File: config.mk
export PLATFORM = sky130hd
export DESIGN_NAME = namco_wsg3_seq_flat
export DESIGN_NICKNAME = d
export VERILOG_FILES = /design/src/rtl/namco_wsg3_seq_if.sv /design/src/rtl/namco_wsg3_seq.sv /design/src/flat_wrapper.sv
export SDC_FILE = /design/constraint.sdc
export NUM_CORES = 1
export LEC_CHECK = 0
export BUFFER_PORTS_ARGS = -buffer_cell sky130_fd_sc_hd__buf_4
export CAP_MARGIN = 5
export CORE_MARGIN = 2
export CORE_UTILIZATION = 25
export DETAILED_ROUTE_END_ITERATION = 6
export PLACE_DENSITY = 0.36
export SYNTH_ARGS = -nofsm -noshare
export SYNTH_HDL_FRONTEND = slang
export SYNTH_HIERARCHICAL = 1
export SYNTH_SLANG_ARGS = --single-unit
File: constraint.sdc
create_clock -name CL -period 5.8 [get_ports CL]
set_input_delay 0 -clock CL [delete_from_list [all_inputs] [get_ports CL]]
set_output_delay 0 -clock CL [all_outputs]
set_load 0.02 [all_outputs]
File: src/rtl/namco_wsg3_seq_if.sv
// CPU register-write port, wave ROM port and PCM output of the WSG3 sequencer.
interface namco_wsg3_seq_if;
  logic [4:0] AD;
  logic [3:0] DI;
  logic       WR;
  logic [7:0] WAVEAD;
  logic [3:0] WAVEDT;
  logic       PCMCLK;
  logic [7:0] PCMOUT;

  modport master (output AD, DI, WR, WAVEDT, input WAVEAD, PCMCLK, PCMOUT);
  modport slave  (input AD, DI, WR, WAVEDT, output WAVEAD, PCMCLK, PCMOUT);
endinterface

File: src/rtl/namco_wsg3_seq.sv
// Three-voice Namco WSG3: phase accumulators, wave ROM fetch, volume MAC and
// 8-bit PCM output, sequenced once per CLK_DIV clocks.
module namco_wsg3_voice (
  input  logic       CL,
  input  logic       RESET,
  input  logic       i_add,
  input  logic       i_acc_we,
  input  logic       i_freq_we,
  input  logic       i_vol_we,
  input  logic       i_wave_we,
  input  logic [2:0] i_nib,
  input  logic [3:0] i_di,
  output logic [4:0] o_ph,
  output logic [3:0] o_vol,
  output logic [2:0] o_wave
);
  logic [19:0] r_acc, r_freq, w_acc_nxt, w_freq_nxt;
  logic [3:0]  r_vol;
  logic [2:0]  r_wave;

  // A CPU nibble write lands on top of the accumulate result in the same cycle.
  always_comb begin
    w_acc_nxt  = i_add ? r_acc + r_freq : r_acc;
    w_freq_nxt = r_freq;
    for (int n = 0; n < 5; n++) begin
      if (i_acc_we  && i_nib == 3'(n)) w_acc_nxt[4*n +: 4]  = i_di;
      if (i_freq_we && i_nib == 3'(n)) w_freq_nxt[4*n +: 4] = i_di;
    end
  end

  always_ff @(posedge CL or posedge RESET) begin
    if (RESET) begin
      r_acc  <= '0;
      r_freq <= '0;
      r_vol  <= '0;
      r_wave <= '0;
    end else begin
      r_acc  <= w_acc_nxt;
      r_freq <= w_freq_nxt;
      if (i_vol_we)  r_vol  <= i_di;
      if (i_wave_we) r_wave <= i_di[2:0];
    end
  end

  assign o_ph   = r_acc[19:15];
  assign o_vol  = r_vol;
  assign o_wave = r_wave;
endmodule

module namco_wsg3_seq #(
  parameter int CLK_DIV = 250
) (
  input  logic             CL,
  input  logic             RESET,
  namco_wsg3_seq_if.slave  bus
);
  localparam int NUM_VOICES = 3;
  localparam logic [11:0] DIV_LAST = 12'(CLK_DIV - 1);

  typedef enum logic [3:0] {
    S_IDLE,
    S_ADD0, S_ADR0, S_WAIT0, S_MAC0,
    S_ADD1, S_ADR1, S_WAIT1, S_MAC1,
    S_ADD2, S_ADR2, S_WAIT2, S_MAC2,
    S_OUT
  } state_t;

  state_t r_state, w_nxt;
  logic [11:0] r_div;
  logic        w_tick;
  logic [9:0]  r_sum;
  logic [7:0]  r_wavead, r_pcmout, w_prod;
  logic        r_pcmclk;
  logic [NUM_VOICES-1:0]      w_add;
  logic                       w_adr, w_mac, w_out, w_clr;
  logic [1:0]                 w_v;
  logic [NUM_VOICES-1:0][4:0] w_ph;
  logic [NUM_VOICES-1:0][3:0] w_vol;
  logic [NUM_VOICES-1:0][2:0] w_wave;
  logic [3:0] w_lo;
  logic [1:0] w_wv;
  logic [2:0] w_wn;

  assign w_tick = (r_div == DIV_LAST);

  always_ff @(posedge CL or posedge RESET) begin
    if (RESET) r_div <= '0;
    else       r_div <= w_tick ? 12'd0 : r_div + 12'd1;
  end

  // Address low nibble -> voice and nibble slot; slot 5 is WAVE (AD[4]=0) or VOL (AD[4]=1).
  assign w_lo = bus.AD[3:0];
  always_comb begin
    w_wv = 2'd0;
    w_wn = 3'(w_lo);
    if (w_lo >= 4'd11) begin
      w_wv = 2'd2;
      w_wn = 3'(w_lo - 4'd10);
    end else if (w_lo >= 4'd6) begin
      w_wv = 2'd1;
      w_wn = 3'(w_lo - 4'd5);
    end
  end

  for (genvar g = 0; g < NUM_VOICES; g++) begin : g_voice
    logic w_hit;
    assign w_hit = bus.WR && (w_wv == 2'(g));
    namco_wsg3_voice u_voice (
      .CL        (CL),
      .RESET     (RESET),
      .i_add     (w_add[g]),
      .i_acc_we  (w_hit && !bus.AD[4] && w_wn != 3'd5),
      .i_freq_we (w_hit &&  bus.AD[4] && w_wn != 3'd5),
      .i_vol_we  (w_hit &&  bus.AD[4] && w_wn == 3'd5),
      .i_wave_we (w_hit && !bus.AD[4] && w_wn == 3'd5),
      .i_nib     (w_wn),
      .i_di      (bus.DI),
      .o_ph      (w_ph[g]),
      .o_vol     (w_vol[g]),
      .o_wave    (w_wave[g])
    );
  end

  always_ff @(posedge CL or posedge RESET) begin
    if (RESET) r_state <= S_IDLE;
    else       r_state <= w_nxt;
  end

  always_comb begin
    w_nxt = r_state;
    w_add = '0;
    w_adr = 1'b0;
    w_mac = 1'b0;
    w_out = 1'b0;
    w_clr = 1'b0;
    w_v   = 2'd0;
    case (r_state)
      S_IDLE:  if (w_tick) begin w_clr = 1'b1; w_nxt = S_ADD0; end
      S_ADD0:  begin w_add[0] = 1'b1; w_nxt = S_ADR0; end
      S_ADR0:  begin w_adr = 1'b1; w_v = 2'd0; w_nxt = S_WAIT0; end
      S_WAIT0: w_nxt = S_MAC0;
      S_MAC0:  begin w_mac = 1'b1; w_v = 2'd0; w_nxt = S_ADD1; end
      S_ADD1:  begin w_add[1] = 1'b1; w_nxt = S_ADR1; end
      S_ADR1:  begin w_adr = 1'b1; w_v = 2'd1; w_nxt = S_WAIT1; end
      S_WAIT1: w_nxt = S_MAC1;
      S_MAC1:  begin w_mac = 1'b1; w_v = 2'd1; w_nxt = S_ADD2; end
      S_ADD2:  begin w_add[2] = 1'b1; w_nxt = S_ADR2; end
      S_ADR2:  begin w_adr = 1'b1; w_v = 2'd2; w_nxt = S_WAIT2; end
      S_WAIT2: w_nxt = S_MAC2;
      S_MAC2:  begin w_mac = 1'b1; w_v = 2'd2; w_nxt = S_OUT; end
      S_OUT:   begin w_out = 1'b1; w_nxt = S_IDLE; end
      default: w_nxt = S_IDLE;
    endcase
  end

  assign w_prod = {4'h0, bus.WAVEDT} * {4'h0, w_vol[w_v]};

  // PCMCLK is registered alongside PCMOUT so the strobe marks the new value.
  always_ff @(posedge CL or posedge RESET) begin
    if (RESET) begin
      r_sum    <= '0;
      r_wavead <= '0;
      r_pcmout <= '0;
      r_pcmclk <= 1'b0;
    end else begin
      r_pcmclk <= w_out;
      if (w_clr)      r_sum <= '0;
      else if (w_mac) r_sum <= r_sum + {2'b00, w_prod};
      if (w_adr) r_wavead <= {w_wave[w_v], w_ph[w_v]};
      if (w_out) r_pcmout <= r_sum[9:2];
    end
  end

  assign bus.WAVEAD = r_wavead;
  assign bus.PCMOUT = r_pcmout;
  assign bus.PCMCLK = r_pcmclk;
endmodule

File: src/flat_wrapper.sv
// flat-port wrapper written by rule: the top's interface ports become plain ports
module namco_wsg3_seq_flat 
#(
  parameter int CLK_DIV = 250
)
  (CL, RESET, bus_AD, bus_DI, bus_WR, bus_WAVEDT, bus_WAVEAD, bus_PCMCLK, bus_PCMOUT);
  namco_wsg3_seq_if bus_i ();
  input  logic CL;
  input  logic RESET;
  input wire logic [$bits(bus_i.AD)-1:0] bus_AD;
  input wire logic [$bits(bus_i.DI)-1:0] bus_DI;
  input wire logic [$bits(bus_i.WR)-1:0] bus_WR;
  input wire logic [$bits(bus_i.WAVEDT)-1:0] bus_WAVEDT;
  output wire logic [$bits(bus_i.WAVEAD)-1:0] bus_WAVEAD;
  output wire logic [$bits(bus_i.PCMCLK)-1:0] bus_PCMCLK;
  output wire logic [$bits(bus_i.PCMOUT)-1:0] bus_PCMOUT;
  assign bus_i.AD = bus_AD;
  assign bus_i.DI = bus_DI;
  assign bus_i.WR = bus_WR;
  assign bus_i.WAVEDT = bus_WAVEDT;
  assign bus_WAVEAD = bus_i.WAVEAD;
  assign bus_PCMCLK = bus_i.PCMCLK;
  assign bus_PCMOUT = bus_i.PCMOUT;
  namco_wsg3_seq #(.CLK_DIV(CLK_DIV)) u_core (.CL(CL), .RESET(RESET), .bus(bus_i));
endmodule
==> out/qor.yml <==
power_and_ir_drop:
  swShare: 0.3757
  switchingPower_mw: 1.883
  p_seq_frac: 0.344
  intPower_mw: 3.128
  total_leakage_power_nw: 6.157
  clkPwrFrac: 0.236
  power_frac_comb: 0.419
  power_density_nw_per_um2: 361.7
  ir_drop_uv: 253.1
route:
  avgRoutedWirePerCell_um: 16.98
  antenna_left: 0
  viasPerCell: 4.749
  routed_wirelength_mm: 33.39
  firstDrtPassIters: 5
  drtIter0Drc: 445
  vias: 9336
  drc: 0
sta:
  setup_viol: 0
  tightest_slew_ps: 1079
  hold_slack_ps: 32.67
  post-route-period-util: 0.8317
  setup-tns-final_ps: 0
  layout_min_cycle_time_ps: 4824
  slew_violations: 0
  final_hold_viol_count: 0
  max_slew_margin: 0.2798
  rsz0062_at_grt: "false"
  fmax_ghz: 0.2073
  setup_slack_ps: 976.0
  clock_skew_ps: 11.56
floorplan:
  rows: 81
  die_h_um: 227.1
  dieWidth_um: 227.1
  core_um2: 49050
  die_area_um2: 51590
  io_pins: 33
  start_util: 0.2538
yosys:
  synthesis.nets: 1398
  netlist.area_leader.share: 0.3699
  synth_top_area_cell: "dfrtp_1"
  syn-cell-area_um2: 12450
  synthTopCellsByArea: "dfrtp_1, mux2_2, ha_1"
  synthCells: 1290
  seq_area_frac_synth: 0.3699
  ys_ff_latch: 184
  postSynth.asyncResetShare: 1.000
  synth-edff-count: 0
  synth_ff_type: "dfrtp_1"
  yosysWarnings: 6
  synth_cell_type_count: 81
  syn_avg_cell_area_um2: 9.650
grt:
  grt_usage: 0.1365
  overflow: 0
  antenna_found_initial: 0
  grt_pass1_vias: 9554
  grt_max_degree: 48
  grt_pass1_wl_mm: 53.98
clock_tree:
  cts_max_level: 4
  cts_tree: "done"
  clk_path_buf_depth: 2
  ctsResizeCount: 0
  cts_sinks: 184
  cts_root_buf: "clkbuf_16"
  clk_latency_ps: 480
  clkTransAtPathRegs_ps: 70
  numCtsBuffers: 17
layout:
  final_common_cell: "dfrtp_1"
  fin_nets: 1397
  final_cell_mix: "dfrtp_1, nand2_1, o21ai_0, mux2_2, ha_1"
  drive_gt1_frac: 0.1605
  n_fill_cell: 5233
  diodes: 0
  area_growth_syn_to_layout_pct: 11.29
setup_path:
  path_buf_inv: 1
  crit_slowest_cell: "dfrtp_1"
  critPathMostFrequentCell: "fa_1"
  critPathCaptureType: "flip-flop"
  crit_path_max_incr_delay_ps: 630
  ff2ff_setup_slack_ps: 980
  cp_max_fo: 14
  path_delay_family: "adder cells"
  start_kind: "flip-flop"
  reg2reg_from: "u_core/r_state[3]"
  worstPathRequired_ps: 6170
  crit_type: "reg -> reg"
  cp_data_arrival_time_ps: 5190
  crit_path_start: "u_core/r_state[3]"
  path_cells: "and3b_2 -> o21ai_2 -> a211oi_2 -> or2_1 -> fa_1 -> fa_1 -> fa_1 -> inv_1 -> ha_1 -> o21a_1 -> a21oi_1 -> mux2_1 -> a211o_1"
min_path:
  hold_class: "in -> reg"
  min_from: "bus_DI[1]"
placement:
  gp_congestion: 0.7755
  portBuffers: 32
  place_hpwl_mm: 23.23
  place_ws_ps: 948.7
run_status:
  status: "finished, final reports clean"
run:
  maxCapViolations: 0
==> cells in the mapped netlist (all sizes together), types with 7 or more instances <==
master,number
nand2,102
a211oi,15
buf,35
mux2,91
or2,8
ha,80
nor3b,17
nor2,72
nand4b,8
and3,31
clkbuf,29
fa,12
mux2i,31
nand4,9
or3,9
o21ai,112
a22o,7
xnor2,26
inv,56
nor2b,19
dfrtp,184
xor2,15
a31oi,16
nor3,24
o21a,8
nand2b,20
a21oi,85
a21o,24
o211ai,19
nand3,44
==> state kept, by name, summed over array words and instances, names as in the netlist <==
signal and cells:
u_core/bus.PCMOUT 8, u_core/g_voice.u_voice/o_wave 9, u_core/r_state 4, u_core/g_voice.u_voice/r_freq 60
u_core/bus.PCMCLK 1, u_core/bus.WAVEAD 8, u_core/r_sum 10, u_core/g_voice.u_voice/r_acc 60
u_core/r_div 12, u_core/g_voice.u_voice/o_vol 12
==> final timing paths <==
check / endpoint / depth (start not counted)
max in group asynchronous: u_core/g_voice[1].u_voice/r_freq[7] / 5
worst max-delay path: u_core/r_sum[6] / 13
worst max register to register: u_core/r_sum[6] / 13
worst min-delay path: u_core/g_voice[0].u_voice/r_acc[5] / 3
min in group asynchronous: u_core/g_voice[0].u_voice/r_acc[18] / 4
worst min register to register: u_core/bus.PCMOUT[3] / 2
==> area by class of cell <==
type | count | area (um2) | share of cell area
tap | 664 | 830.8 | 0.05997
clock buffer | 27 | 503.0 | 0.03631
multi-input combinational | 986 | 7302 | 0.5271
sequential | 184 | 4604 | 0.3324
clock inverter | 5 | 62.56 | 0.004516
timing repair buffer | 44 | 340.3 | 0.02457
inverter | 56 | 210.2 | 0.01517
==> what timing repair did <==
item / CTS / global route
setup buffers: 0 / 0
hold buffers: 4 / 0
hold endpoints to repair: 191 / 0
==> cell families after synthesis <==
kind of cell	count (synthesis)	share of synthesized area
compound gates	338	0.1800
flops	184	0.3699
fa+ha+maj	92	0.09971
simple gates	393	0.1689
mux	122	0.1072
xor+xnor	41	0.02885
buf+inv	120	0.04543
==> power by group through the flow <==
stage,logic (mW),registers (mW),clock network (mW)
finish,2.10,1.73,1.18
global route,2.38,1.76,1.30
CTS,2.11,1.73,1.26
detailed placement,2.09,1.75,0
global placement,2.10,1.75,0
floorplan,1.74,1.68,0
==> per-stage QoR <==
stage          instances  total power, mW  utilization  area [um2]
2_1_floorplan       1290            3.429            -       12450
3_3_place_gp        1930            3.851       0.2701       13250
3_5_place_dp        1930            3.845       0.2701       13250
4_1_cts             1966            5.099       0.2824       13850
5_1_grt             1966            5.443       0.2824       13850
6_report            1966            5.011       0.2824       13850
==> routing by layer <==
layer  up-vias  global-route usage  part of all wire
met4         0             0.04449             0.018
met1      4532              0.1857              0.51
met3        33             0.02917             0.026
met5         -                   0                 0
li1       4667                   -                 -
met2       104              0.2151              0.45
==> worst min-delay path: cells and delay by family <==
| family | cells | cell delay, ps |
|---|---|---|
| AND/OR/NAND/NOR | 1 | 110 |
| AO/OA/AOI/OAI | 1 | 70 |
| buffers and inverters | 1 | 280 |
No activity file was read; power rests on OpenSTA's default activity.
